`config.mk`:
```
export PLATFORM = sky130hd
export DESIGN_NAME = hit_resolver
export DESIGN_NICKNAME = d
export VERILOG_FILES = /design/src/rtl/hit_resolver_pkg.sv /design/src/rtl/hit_resolver_box_overlap.sv /design/src/rtl/hit_resolver.sv
export SDC_FILE = /design/constraint.sdc
export NUM_CORES = 1
export LEC_CHECK = 0
export CORE_MARGIN = 2
export CORE_UTILIZATION = 40
export CTS_CLUSTER_SIZE = 20
export DETAILED_ROUTE_END_ITERATION = 10
export MAX_ROUTING_LAYER = met4
export PLACE_DENSITY = 0.66
export SLEW_MARGIN = 40
export SYNTH_ARGS = -nofsm -noshare
export SYNTH_HDL_FRONTEND = slang
export SYNTH_SLANG_ARGS = --single-unit
```
`constraint.sdc`:
```
create_clock -name clk -period 2.6 [get_ports clk]
set_input_delay 0.52 -clock clk [delete_from_list [all_inputs] [get_ports clk]]
set_output_delay 0.52 -clock clk [all_outputs]
set_load 0.01 [all_outputs]
```
`src/rtl/hit_resolver_pkg.sv`:
```
// Shared definitions for the hit resolver and the player-side logic that
// drives its active/pull inputs.
package hit_resolver_pkg;

  // Hit type code meaning "no hit".
  localparam int HIT_NONE = 0;

  // Field slot of each coordinate inside a packed box; x1 occupies the LSBs.
  localparam int BOX_X1     = 0;
  localparam int BOX_X2     = 1;
  localparam int BOX_Y1     = 2;
  localparam int BOX_Y2     = 3;
  localparam int BOX_FIELDS = 4;

  // Per-attack player state, shared so the player FSMs and the active/pull
  // decode agree on one encoding.
  typedef enum logic [1:0] {
    PST_IDLE    = 2'd0,
    PST_PULL    = 2'd1,
    PST_END     = 2'd2,
    PST_RECOVER = 2'd3
  } player_state_e;

  // A box is hitting only in the END phase of its attack.
  function automatic logic state_is_active(input player_state_e s);
    return (s == PST_END);
  endfunction

  // A box is extended (hittable, not hitting) during PULL.
  function automatic logic state_is_pull(input player_state_e s);
    return (s == PST_PULL);
  endfunction

endpackage

```
`src/rtl/hit_resolver_box_overlap.sv`:
```
// Inclusive axis-aligned overlap test between two packed boxes. An inverted
// box (x1>x2 or y1>y2) is empty and never overlaps.
module box_overlap
  import hit_resolver_pkg::*;
#(
  parameter int COORD_W = 10
) (
  input  logic [BOX_FIELDS*COORD_W-1:0] box_a_i,
  input  logic [BOX_FIELDS*COORD_W-1:0] box_b_i,
  output logic                          overlap_o
);

  logic [COORD_W-1:0] ax1, ax2, ay1, ay2;
  logic [COORD_W-1:0] bx1, bx2, by1, by2;
  logic               a_empty, b_empty;

  assign ax1 = box_a_i[BOX_X1*COORD_W +: COORD_W];
  assign ax2 = box_a_i[BOX_X2*COORD_W +: COORD_W];
  assign ay1 = box_a_i[BOX_Y1*COORD_W +: COORD_W];
  assign ay2 = box_a_i[BOX_Y2*COORD_W +: COORD_W];
  assign bx1 = box_b_i[BOX_X1*COORD_W +: COORD_W];
  assign bx2 = box_b_i[BOX_X2*COORD_W +: COORD_W];
  assign by1 = box_b_i[BOX_Y1*COORD_W +: COORD_W];
  assign by2 = box_b_i[BOX_Y2*COORD_W +: COORD_W];

  assign a_empty = (ax1 > ax2) || (ay1 > ay2);
  assign b_empty = (bx1 > bx2) || (by1 > by2);

  assign overlap_o = !a_empty && !b_empty &&
                     (ax1 <= bx2) && (bx1 <= ax2) &&
                     (ay1 <= by2) && (by1 <= ay2);

endmodule

```
`src/rtl/hit_resolver.sv`:
```
// Per-frame player-vs-player hit resolution with one-hit-per-attack latching,
// trade detection and a hitstop freeze counter.
module hit_resolver
  import hit_resolver_pkg::*;
#(
  parameter int COORD_W     = 10,
  parameter int N_ATK       = 2,
  parameter int TYPE_W      = 2,
  parameter int HITSTOP_LEN = 8,
  parameter int CNT_W       = 4
) (
  input  logic                          clk,
  input  logic                          rst_n,
  input  logic                          frame_tick,
  input  logic [4*COORD_W-1:0]          p1_hurt_box,
  input  logic [N_ATK*4*COORD_W-1:0]    p1_atk_boxes,
  input  logic [N_ATK-1:0]              p1_atk_active,
  input  logic [N_ATK-1:0]              p1_atk_pull,
  input  logic [4*COORD_W-1:0]          p2_hurt_box,
  input  logic [N_ATK*4*COORD_W-1:0]    p2_atk_boxes,
  input  logic [N_ATK-1:0]              p2_atk_active,
  input  logic [N_ATK-1:0]              p2_atk_pull,
  output logic                          p1_hit,
  output logic [TYPE_W-1:0]             p1_hit_type,
  output logic                          p2_hit,
  output logic [TYPE_W-1:0]             p2_hit_type,
  output logic                          trade,
  output logic                          hitstop
);

  localparam int BW = BOX_FIELDS * COORD_W;
  localparam int NT = N_ATK + 1;  // target slots: hurt box + every limb

  // ovl_12[k*NT+t]: P1 attack box k overlaps P2 target t (t=0 is hurt box).
  logic [N_ATK*NT-1:0] ovl_12, ovl_21;

  for (genvar k = 0; k < N_ATK; k++) begin : g_atk
    for (genvar t = 0; t < NT; t++) begin : g_tgt
      logic [BW-1:0] tgt_p1, tgt_p2;
      if (t == 0) begin : g_hurt
        assign tgt_p1 = p1_hurt_box;
        assign tgt_p2 = p2_hurt_box;
      end else begin : g_limb
        assign tgt_p1 = p1_atk_boxes[(t-1)*BW +: BW];
        assign tgt_p2 = p2_atk_boxes[(t-1)*BW +: BW];
      end
      box_overlap #(.COORD_W(COORD_W)) u_p1_on_p2 (
        .box_a_i  (p1_atk_boxes[k*BW +: BW]),
        .box_b_i  (tgt_p2),
        .overlap_o(ovl_12[k*NT+t])
      );
      box_overlap #(.COORD_W(COORD_W)) u_p2_on_p1 (
        .box_a_i  (p2_atk_boxes[k*BW +: BW]),
        .box_b_i  (tgt_p1),
        .overlap_o(ovl_21[k*NT+t])
      );
    end
  end

  logic [N_ATK-1:0]  cons1_q, cons1_d, cons2_q, cons2_d;
  logic [CNT_W-1:0]  cnt_q, cnt_d;
  logic              p1_hit_q, p1_hit_d, p2_hit_q, p2_hit_d, trade_q, trade_d;
  logic [TYPE_W-1:0] p1_type_q, p1_type_d, p2_type_q, p2_type_d;

  logic              eval;
  logic [NT-1:0]     tgt_en1, tgt_en2;
  logic [N_ATK-1:0]  land12, land21, sel1, sel2;
  logic              hit_on_p1, hit_on_p2;
  logic [TYPE_W-1:0] code_on_p1, code_on_p2;

  assign eval    = frame_tick && (cnt_q == '0);
  assign tgt_en1 = {p1_atk_active | p1_atk_pull, 1'b1};
  assign tgt_en2 = {p2_atk_active | p2_atk_pull, 1'b1};

  // Find landing candidates in each direction; lowest landing box wins the type.
  always_comb begin
    land12     = '0;
    land21     = '0;
    sel1       = '0;
    sel2       = '0;
    hit_on_p2  = 1'b0;
    hit_on_p1  = 1'b0;
    code_on_p2 = TYPE_W'(HIT_NONE);
    code_on_p1 = TYPE_W'(HIT_NONE);
    for (int k = 0; k < N_ATK; k++) begin
      land12[k] = p1_atk_active[k] && !cons1_q[k] && |(ovl_12[k*NT +: NT] & tgt_en2);
      land21[k] = p2_atk_active[k] && !cons2_q[k] && |(ovl_21[k*NT +: NT] & tgt_en1);
      if (land12[k] && !hit_on_p2) begin
        hit_on_p2  = 1'b1;
        code_on_p2 = TYPE_W'(k + 1);
        sel1[k]    = 1'b1;
      end
      if (land21[k] && !hit_on_p1) begin
        hit_on_p1  = 1'b1;
        code_on_p1 = TYPE_W'(k + 1);
        sel2[k]    = 1'b1;
      end
    end
  end

  // Next state: pulses, held types, consumed latches and hitstop counter.
  always_comb begin
    p1_hit_d  = 1'b0;
    p2_hit_d  = 1'b0;
    trade_d   = 1'b0;
    p1_type_d = p1_type_q;
    p2_type_d = p2_type_q;
    cnt_d     = cnt_q;
    cons1_d   = cons1_q;
    cons2_d   = cons2_q;
    if (eval) begin
      p1_hit_d  = hit_on_p1;
      p2_hit_d  = hit_on_p2;
      trade_d   = hit_on_p1 && hit_on_p2;
      p1_type_d = code_on_p1;
      p2_type_d = code_on_p2;
      cons1_d   = cons1_q | sel1;
      cons2_d   = cons2_q | sel2;
      if (hit_on_p1 || hit_on_p2) cnt_d = CNT_W'(HITSTOP_LEN);
    end else if (frame_tick) begin
      cnt_d = cnt_q - 1'b1;  // eval is low here only because cnt_q is nonzero
    end
    // A retracted attack re-arms its box, even while frozen.
    cons1_d = cons1_d & (p1_atk_active | p1_atk_pull);
    cons2_d = cons2_d & (p2_atk_active | p2_atk_pull);
  end

  // State registers with asynchronous clear.
  always_ff @(posedge clk or negedge rst_n) begin
    if (!rst_n) begin
      p1_hit_q  <= 1'b0;
      p2_hit_q  <= 1'b0;
      trade_q   <= 1'b0;
      p1_type_q <= '0;
      p2_type_q <= '0;
      cnt_q     <= '0;
      cons1_q   <= '0;
      cons2_q   <= '0;
    end else begin
      p1_hit_q  <= p1_hit_d;
      p2_hit_q  <= p2_hit_d;
      trade_q   <= trade_d;
      p1_type_q <= p1_type_d;
      p2_type_q <= p2_type_d;
      cnt_q     <= cnt_d;
      cons1_q   <= cons1_d;
      cons2_q   <= cons2_d;
    end
  end

  assign p1_hit      = p1_hit_q;
  assign p2_hit      = p2_hit_q;
  assign trade       = trade_q;
  assign p1_hit_type = p1_type_q;
  assign p2_hit_type = p2_type_q;
  assign hitstop     = (cnt_q != '0);

endmodule

```
==> results of run 1 <==
[cells in the final DEF, fill, tap and decap left out, types with 17 or more instances in the layout]
cell	synthesis	layout
nand4_1	69	69
clkdlybuf4s50_1	0	36
clkdlybuf4s15_2	0	18
nand3_1	37	30
a211oi_2	0	21
ha_1	442	306
dlygate4sd2_1	0	127
nand2_1	65	59
nor2_1	60	55
o21ai_0	71	47
buf_6	1	61
clkdlybuf4s15_1	0	17
inv_1	162	58
ha_4	0	128
buf_2	0	39
nor2b_1	24	22
buf_4	0	359
a21o_1	38	38
inv_2	0	84
a21oi_1	109	60
a21oi_2	1	47
[registers in the layout (all words and copies together), names as in the netlist]
register     cells
cnt_q            4
cons1_q          2
cons2_q          2
p1_hit_type      2
p2_hit_type      2
p1_hit           1
p2_hit           1
trade            1
[worst max-delay path by stage]
| stage | start | endpoint | slack [ns] | depth (start not counted) |
|---|---|---|---|---|
| 3_3_place_gp | p2_atk_boxes[1] | cnt_q[1] | -1.57 | 12 |
| 2_1_floorplan | p1_atk_boxes[15] | cnt_q[0] | -0.45 | 11 |
| 4_1_cts | p2_atk_boxes[15] | cnt_q[1] | -0.59 | 13 |
| 5_1_grt | p1_atk_boxes[33] | cnt_q[1] | -0.67 | 13 |
| 3_5_place_dp | p1_atk_boxes[11] | cnt_q[1] | -1.60 | 13 |
| 6_report | p1_atk_boxes[33] | cnt_q[0] | -0.61 | 13 |
[logic make-up after synthesis]
kind of cell,after synthesis,synth area share [%]
fa+ha+maj,442,51.49
compound gates,367,22.05
simple gates,346,17.11
buf+inv,163,5.766
flops,15,3.494
mux,1,0.09319
[power by group]
part | switching, mW | leakage (nW) | internal (mW)
clock | 0.0919 | 0.0382 | 0.208
combinational | 1.92 | 9.12 | 1.94
sequential | 0.0434 | 0.202 | 0.285
total | 2.05 | 9.36 | 2.43
[layout make-up]
class	instances	area (sq um)
Fill cell	1880	6430
Clock buffer	4	78.83
Inverter	162	665.6
Tap cell	335	419.2
Multi-Input combinational cell	1156	12530
Sequential cell	15	375.4
Timing Repair Buffer	678	5703
[repair_timing]
action / 4_1_cts / 5_1_grt
endpoints found under the setup margin: 14 / 15
setup buffers: 75 / 6
gates resized for setup: 933 / 55
pin swaps: 190 / 44
[metrics by stage]
step	utilization, %	hold WS [ns]
floorplan	-	0.2244
global placement	63.02	0.4616
detailed placement	63.02	0.4760
CTS	74.46	0.4879
global route	75.46	0.5080
finish	75.46	0.4916
[critical path: stages]
cell and delay [ns]:
clkdlybuf4s15_2 0.21, inv_1 0.08, buf_4 0.18, ha_4 0.22, a211o_1 0.29, o211ai_1 0.16, o2111ai_2 0.21, nand2_2 0.17
o211ai_2 0.10, or4_4 0.45, a311oi_2 0.29, and3b_4 0.26, a31o_1 0.20
[per-layer routing]
| metal | track usage [%] | vias up | part of all wire, % |
|---|---|---|---|
| met5 | - | - | 0 |
| met4 | 22.00 | 0 | 7.2 |
| met3 | 4.231 | 219 | 6.2 |
| met2 | 65.25 | 636 | 47 |
| met1 | 41.54 | 6488 | 39 |
| li1 | - | 6493 | - |
==> flow_summary.toml, run 1 <==
[clock_network]
cts_made_buffers = 3
clkTransAtPathRegs_ns = 0.05
cts_tree = "yes"
clock_tree.root_cell = "clkbuf_16"
cts.sinks = 15
clock_latency_ns = 0.24
ctsLongestPathBuffers = 2
cts_htree_levels = 1
cts_hold_repair.buffers = 0

[drt]
viasPerCell = 5.888
post_drt_wl_per_cell_um = 22.56
drc_violation_count_after_routing = 0
num_vias = 13836
drt_wl_total_mm = 53.02
iteration_0_drc_markers = 823
antenna_violating_nets_post_route = 0
firstDrtPassIters = 5

[worst_setup_path]
worst_r2r_path_depth = 9
crit_required_ns = 2.73
worstPathMaxFanout = 5
worst_ep_arrival_time_ns = 3.34
r2r_end = "cnt_q[0]"
end_kind = "register"
r2r-start = "cnt_q[0]"
timing.reg2reg.setup_slack_ns = 0.18
crit_path_start_kind = "input pin"
timing_worst_setup_path_type = "in2reg"

[placement]
pre_cts_ws_ns = -1.596
dp_hpwl_mm = 42.25
placedCellCount = 2273
post_dp_cell_area_sq_um = 16510
buffer_ports.inserted = 258
gp_congestion = 0.9795

[finish]
post_route_cells_drive_above_1_share_pct = 45.76
final_net_count = 2709
area_growth_pct = 84.11
postLayoutCellArea_sq_um = 19780
fin_cells = 2350
num_antenna_cells = 0

[synthesis]
synth-main-ff-cell = "dfrtp_1"
post_synth_num_cell_types = 64
netlist_instances = 1334
most_common_cell_in_the_synthesized_netlist = "ha_1"
post_synth_instance_area_sq_um = 10740
avgSynthCellArea_sq_um = 8.052
synth_warnings = 0
synth_nets = 2027
synth_seq_area_share_pct = 3.494
share_of_synthesized_registers_carrying_an_async_set_or_reset_pct = 100.0
synth_top_cells_by_area = "ha_1 (51%), inv_1 (5.7%), a21oi_1 (5.1%), nand4_1 (4.0%), dfrtp_1 (3.5%)"
synth.top_cell.area_share_pct = 51.49
netlist.top_cell.by_area = "ha_1"
postSynthRegisterBits = 15
synth_common_cells = "ha_1 (442), inv_1 (162), a21oi_1 (109), o21ai_0 (71), nand4_1 (69)"
synth_edf_count = 0

[power_and_ir_drop]
power_per_cell_area_nw_per_um2 = 226.8
max-vdd-ir-drop_mv = 0.2238
p_leak_nw = 9.358
power_mw = 4.486

[floorplan]
die_area_sq_um = 28180
effective_utilization_at_floorplan_pct = 40.99
dieHeight_um = 167.9
placementRows = 59
coreArea_sq_um = 26210
die-width_um = 167.9
number_of_top_level_pins = 259

[worst_hold_path]
origin_of_the_worst_min_delay_path = "p2_hit_type[1]"
worstHoldEndpoint = "p2_hit_type[1]"
holdCritPathClass = "reg2reg"
worst_hold_path_depth = 2

[global_route]
overflow_left_after_global_routing = 0
grt_antenna_before_repair = 0
first_global_vias = 14813
global_route_wire_length_before_repair_mm = 80.10
grt_start_max_net_pins = 16
grt.total_usage_pct = 37.51

[timing]
fin_tns_setup_ns = -5.663
count_of_final_setup_violators = 14
finalWorstSetupSlack_ns = -0.6075
final_critical_delay_including_setup_and_external_delays_ns = 3.207
finClkSkew_ns = 0.0005434
tightest_slew_ns = 0.6843
hold_viol_final = 0
fin_crit_sh_pct = 123.4
worst_max_slew_margin_expressed_relative_to_the_limit_pct = 54.24
report.final.slew_viol_count = 0
fmax_ghz = 0.3118
grt_setup_unrepaired = "yes"

[flow_run]
max_cap_viol_count = 0

[status]
status = "complete, but fails checks"
failing_checks = "setup timing"
No activity file was read; power rests on OpenSTA's default activity.
==> inputs of run 2 (changes only) <==
--- a/config.mk
+++ b/config.mk
@@ -10,7 +10,7 @@
 export CTS_CLUSTER_SIZE = 20
 export DETAILED_ROUTE_END_ITERATION = 10
 export MAX_ROUTING_LAYER = met4
-export PLACE_DENSITY = 0.66
+export PLACE_DENSITY = 0.68
 export SLEW_MARGIN = 40
 export SYNTH_ARGS = -nofsm -noshare
 export SYNTH_HDL_FRONTEND = slang
==> constraint.sdc (replaced) <==
create_clock -name clk -period 2.91 [get_ports clk]
set_input_delay 0.582 -clock clk [delete_from_list [all_inputs] [get_ports clk]]
set_output_delay 0.582 -clock clk [all_outputs]
set_load 0.01 [all_outputs]
==> run 2 against run 1 <==
Compared with the run above:
- the run still ends with setup timing left
- final area rose by 3.9%
- count of clock-buffer cells in the layout fell by 1
- combinational power fell by 5.2%
- register-to-register slack improved by 0.41 ns
- die area did not move
- clock skew barely moved
- non-clock buffer count rose by 49
- total power fell by 6.0%
- global-route usage fell by 0.69 points
- critical path depth fell by 2
==> flow_summary.toml, run 2 (same netlist as run 1, synthesis figures left out) <==
[status]
status = "complete, but fails checks"
failing_checks = "setup timing"

[finish]
fin_cells = 2400
max_flop_register = "cnt_q"
fillerInstances = 1651
area_growth_pct = 91.32
final_net_count = 2758
largest_reg_flops = 4
post_route_cells_drive_above_1_share_pct = 49.52
layout.cells.most_common_list = "buf_4 (400), ha_1 (289), ha_4 (147), inv_2 (99), dlygate4sd2_1 (88)"
mostFrequentLayoutCell = "buf_4"
postLayoutCellArea_sq_um = 20550

[timing]
report.final.slew_viol_count = 0
tightest_slew_ns = 0.8333
final_critical_delay_including_setup_and_external_delays_ns = 3.317
worst_max_slew_margin_expressed_relative_to_the_limit_pct = 44.44
count_of_final_setup_violators = 12
hold_viol_final = 0
fin_tns_setup_ns = -2.658
finalWorstSetupSlack_ns = -0.4073
whs_ns = 0.4824
fin_crit_sh_pct = 114.0
finClkSkew_ns = 0.0009895
grt_setup_unrepaired = "yes"
fmax_ghz = 0.3015

[placement]
post_dp_cell_area_sq_um = 16670
buffer_ports.inserted = 258
dp_hpwl_mm = 41.51
gp_congestion = 1.012
placedCellCount = 2298

[drt]
drt_wl_total_mm = 56.61
post_drt_wl_per_cell_um = 23.59
drc_violation_count_after_routing = 0
iteration_0_drc_markers = 1049
antenna_violating_nets_post_route = 0
viasPerCell = 6.070
firstDrtPassIters = 5
num_vias = 14567

[floorplan]
die_area_sq_um = 28180
die-width_um = 167.9
number_of_top_level_pins = 259
coreArea_sq_um = 26210
dieHeight_um = 167.9
placementRows = 59
effective_utilization_at_floorplan_pct = 40.99

[worst_setup_path]
crit_path_start_kind = "input pin"
worst_ep_arrival_time_ns = 3.46
end_kind = "register"
crit_required_ns = 3.05
r2r_end = "cnt_q[0]"
timing.reg2reg.setup_slack_ns = 0.59
timing_worst_setup_path_type = "in2reg"
worstPathMaxFanout = 5
r2r-start = "cnt_q[0]"
worst_r2r_path_depth = 8

[global_route]
global_route_wire_length_before_repair_mm = 79.07
overflow_left_after_global_routing = 0
grt_start_max_net_pins = 16
grt_antenna_before_repair = 1
grt.total_usage_pct = 36.82
first_global_vias = 14901

[worst_hold_path]
holdCritPathClass = "reg2reg"
worstHoldEndpoint = "cons2_q[1]"
worst_hold_path_depth = 1
origin_of_the_worst_min_delay_path = "cons2_q[1]"

[clock_network]
ctsLongestPathBuffers = 2
clock_latency_ns = 0.25
cts_made_buffers = 3
cts.sinks = 15
clkTransAtPathRegs_ns = 0.05
clock_tree.root_cell = "clkbuf_16"
cts_tree = "yes"
cts_hold_repair.buffers = 0
cts_htree_levels = 1

[power_and_ir_drop]
max-vdd-ir-drop_mv = 0.2019
power_per_cell_area_nw_per_um2 = 205.3
p_leak_nw = 9.881
power_mw = 4.219

[flow_run]
max_cap_viol_count = 0
[run 2: critical path, stage by stage]
cell and delay [ns]:
clkdlybuf4s15_1 0.20, inv_2 0.16, ha_4 0.23, nand4_1 0.24, nor3_4 0.10, o41ai_4 0.42, o31ai_2 0.17, or4b_4 0.57
a311oi_2 0.32, and3b_4 0.28, a31o_1 0.18
[run 2: stage by stage]
| step | setup slack (ns) | utilization [%] |
|---|---|---|
| finish | -0.4073 | 78.42 |
| global route | -0.4722 | 78.42 |
| CTS | -0.3610 | 73.67 |
| detailed placement | -1.185 | 63.61 |
| global placement | -1.304 | 63.60 |
| floorplan | -0.2007 | - |
[run 2: what timing repair did]
action | in CTS | in global routing
buffers inserted | 71 | 37
pin swaps | 180 | 143
resized for setup | 743 | 331
endpoints found under the setup margin | 14 | 14
[run 2: layout make-up]
type	count	area [sq um]	share of cell area, %
Clock buffer	3	75.07	0.3653
Sequential cell	15	375.4	1.826
Clock inverter	1	5.005	0.02435
Antenna cell	1	2.502	0.01218
Timing Repair Buffer	727	6105	29.70
Tap cell	335	419.2	2.040
Inverter	162	668.1	3.251
Multi-Input combinational cell	1156	12900	62.78
[run 2: power by group]
| part | leakage, nW | internal (mW) | total (mW) | switching (mW) |
|---|---|---|---|---|
| clock | 0.0409 | 0.184 | 0.274 | 0.0902 |
| sequential | 0.202 | 0.254 | 0.289 | 0.0350 |
| combinational | 9.64 | 1.84 | 3.66 | 1.82 |
[run 2: how the worst max path moves through the flow]
stage / startpoint / to / slack (ns) / cells past startpoint
after floorplan: p1_atk_boxes[15] / cnt_q[0] / -0.20 / 11
after global placement: p1_atk_boxes[33] / cnt_q[1] / -1.30 / 12
after detailed placement: p2_atk_boxes[1] / cnt_q[1] / -1.19 / 12
after CTS: p2_atk_boxes[15] / cnt_q[1] / -0.36 / 13
after global routing: p1_atk_boxes[27] / cnt_q[1] / -0.47 / 12
final: p1_hurt_box[13] / cnt_q[0] / -0.41 / 11
[run 2: metal layers]
layer / vias to the layer above / global-route usage [%] / wire length, um
li1: 6615 / - / -
met1: 6751 / 41.50 / 21610
met2: 874 / 63.56 / 26380
met3: 327 / 4.302 / 4165
met4: 0 / 20.45 / 4460
met5: - / - / 0
==> inputs of run 3 (changes only) <==
--- a/config.mk
+++ b/config.mk
@@ -10,7 +10,7 @@
 export CTS_CLUSTER_SIZE = 20
 export DETAILED_ROUTE_END_ITERATION = 10
 export MAX_ROUTING_LAYER = met4
-export PLACE_DENSITY = 0.68
+export PLACE_DENSITY = 0.69
 export SLEW_MARGIN = 40
 export SYNTH_ARGS = -nofsm -noshare
 export SYNTH_HDL_FRONTEND = slang
==> run 3 against run 2 <==
Compared with the run above:
- the flow still finishes with violations (setup timing)
- largest power group unchanged
- routed wire length fell by 1.5%
- register-to-register slack got worse by 0.09 ns
- count of clock-buffer cells in the layout did not move
- highest routed layer unchanged
==> flow_summary.toml, run 3 (same netlist as run 1, synthesis figures left out) <==
[timing]
count_of_final_setup_violators = 14
finalWorstSetupSlack_ns = -0.3886
grt_setup_unrepaired = "yes"
tightest_slew_ns = 0.7415
hold_viol_final = 0
whs_ns = 0.4811
report.final.slew_viol_count = 0
fmax_ghz = 0.3032
final_critical_delay_including_setup_and_external_delays_ns = 3.299
worst_max_slew_margin_expressed_relative_to_the_limit_pct = 50.41
fin_crit_sh_pct = 113.4
finClkSkew_ns = 0.003186

[global_route]
top_usage_layer = "met2"
grt.met3_usage_pct = 3.926
grt_start_max_net_pins = 16
global_route_wire_length_before_repair_mm = 77.36
first_global_vias = 14454
grt.total_usage_pct = 35.96
grt_util_met1_pct = 41.23
globalRouteMet2Util_pct = 61.39
overflow_left_after_global_routing = 0
grt_antenna_before_repair = 0

[clock_network]
clkTransAtPathRegs_ns = 0.05
ctsLongestPathBuffers = 2
cts.sinks = 15
cts_tree = "yes"
cts_made_buffers = 3
clock_latency_ns = 0.25
clock_tree.root_cell = "clkbuf_16"
cts_htree_levels = 1

[status]
status = "complete, but fails checks"
failing_checks = "setup timing"

[drt]
drt_wl_total_mm = 55.74
num_vias = 14492
firstDrtPassIters = 5
antenna_violating_nets_post_route = 0
viasPerCell = 6.130
drc_violation_count_after_routing = 0
post_drt_wl_per_cell_um = 23.58
iteration_0_drc_markers = 892

[worst_setup_path]
worst_r2r_path_depth = 10
r2r_end = "trade"
startpoint = "p2_atk_boxes[15]"
crit_path_start_kind = "input pin"
end_kind = "register"
worst_setup_path_endpoint = "trade"
timing.reg2reg.setup_slack_ns = 0.50
r2r-start = "cnt_q[0]"
worst_ep_arrival_time_ns = 3.48
worstPathMaxFanout = 4
timing_worst_setup_path_type = "in2reg"
crit_required_ns = 3.09

[placement]
dp_hpwl_mm = 41.20
buffer_ports.inserted = 258
placedCellCount = 2297
gp_congestion = 0.9781

[floorplan]
die_area_sq_um = 28180
coreArea_sq_um = 26210
placementRows = 59
number_of_top_level_pins = 259
effective_utilization_at_floorplan_pct = 40.99
dieHeight_um = 167.9
die-width_um = 167.9

[finish]
area_growth_pct = 85.81
fin_cells = 2364
mostFrequentLayoutCell = "buf_4"
final_net_count = 2723
post_route_cells_drive_above_1_share_pct = 45.39
num_antenna_cells = 0
largest_reg_flops = 4
postLayoutCoreUtil_pct = 76.16
layout.cells.most_common_list = "buf_4 (387), ha_1 (301), ha_4 (130), inv_2 (85), dlygate4sd2_1 (72)"
max_flop_register = "cnt_q"

[power_and_ir_drop]
p_sw_share_pct = 45.80
share_clk_of_total_power_pct = 6.6
p_leak_nw = 9.663
p_seq_share_pct = 7.1
p_switching_mw = 1.865
power_per_cell_area_nw_per_um2 = 204.0
power_frac_comb_pct = 86.3
max-vdd-ir-drop_mv = 0.2399
power.internal_mw = 2.207

[flow_run]
max_cap_viol_count = 0

[worst_hold_path]
holdCritPathClass = "reg2reg"
origin_of_the_worst_min_delay_path = "p2_hit_type[0]"
==> run 3: cell types whose count changed in the layout (fill, tap and decap cells not counted), sizes merged <==
cell and change:
clkdlybuf4s50 +41, buf -33, clkbuf -20, dlygate4sd2 -16, clkdlybuf4s15 -14, dlymetal6s2s +7
diode -1
==> run 3: layout make-up <==
class                      count  area [sq um]
multi-input combinational   1156         12560
inverter                     162         653.1
tap                          335         419.2
fill                        1758          6247
timing repair buffer         692          5876
sequential                    15         375.4
clock buffer                   3         75.07
clock inverter                 1         5.005
==> run 3: how the worst min path moves through the flow <==
stage / slack (ns) / depth (start not counted) / to
after floorplan: 0.29 / 0 / cnt_q[0]
after global placement: 0.46 / 1 / p2_hit_type[0]
after detailed placement: 0.47 / 1 / p2_hit_type[0]
after CTS: 0.48 / 1 / p2_hit_type[0]
after global routing: 0.51 / 1 / p1_hit_type[0]
final: 0.48 / 1 / p2_hit_type[0]
==> run 3: what timing repair did <==
| item | CTS | global route |
|---|---|---|
| buffers inserted | 44 | 31 |
| pin swaps | 132 | 136 |
| endpoints found under the setup margin | 14 | 14 |
| hold endpoints to repair | 0 | 0 |
| gates resized for setup | 606 | 302 |
| hold buffers | 0 | 0 |
==> run 3: routing by layer <==
metal  wire (um)  share of wire, %
met1       21180                38
met3        4170               7.5
met4        4950               8.9
met2       25430                46
met5           0                 0
==> run 3: worst max-delay path: stages <==
cell and delay [ns]:
buf_6 0.10, inv_4 0.06, buf_6 0.10, ha_4 0.21, a21oi_2 0.15, o22ai_1 0.10
or4b_4 0.51, a22oi_2 0.27, o211ai_2 0.16, or4_4 0.44, a311oi_2 0.29, and3b_4 0.27
buf_4 0.14, nor2_2 0.08
==> run 3: power groups by stage <==
stage               registers (mW)  logic, mW  clock network (mW)
finish                       0.288       3.52               0.269
floorplan                    0.290       1.25                   0
global placement             0.290       2.62                   0
CTS                          0.288       3.05               0.271
global route                 0.295       3.77               0.281
detailed placement           0.291       2.69                   0
==> run 3: stage by stage <==
stage / area [sq um] / setup WS [ns] / power (mW) / setup TNS, ns
2_1_floorplan: 10850 / -0.2007 / 1.542 / -0.5892
3_3_place_gp: 16660 / -1.246 / 2.907 / -15.82
3_5_place_dp: 16660 / -1.147 / 2.983 / -14.46
4_1_cts: 18610 / -0.4045 / 3.610 / -2.830
5_1_grt: 19960 / -0.4966 / 4.349 / -4.669
6_report: 19960 / -0.3886 / 4.073 / -3.483
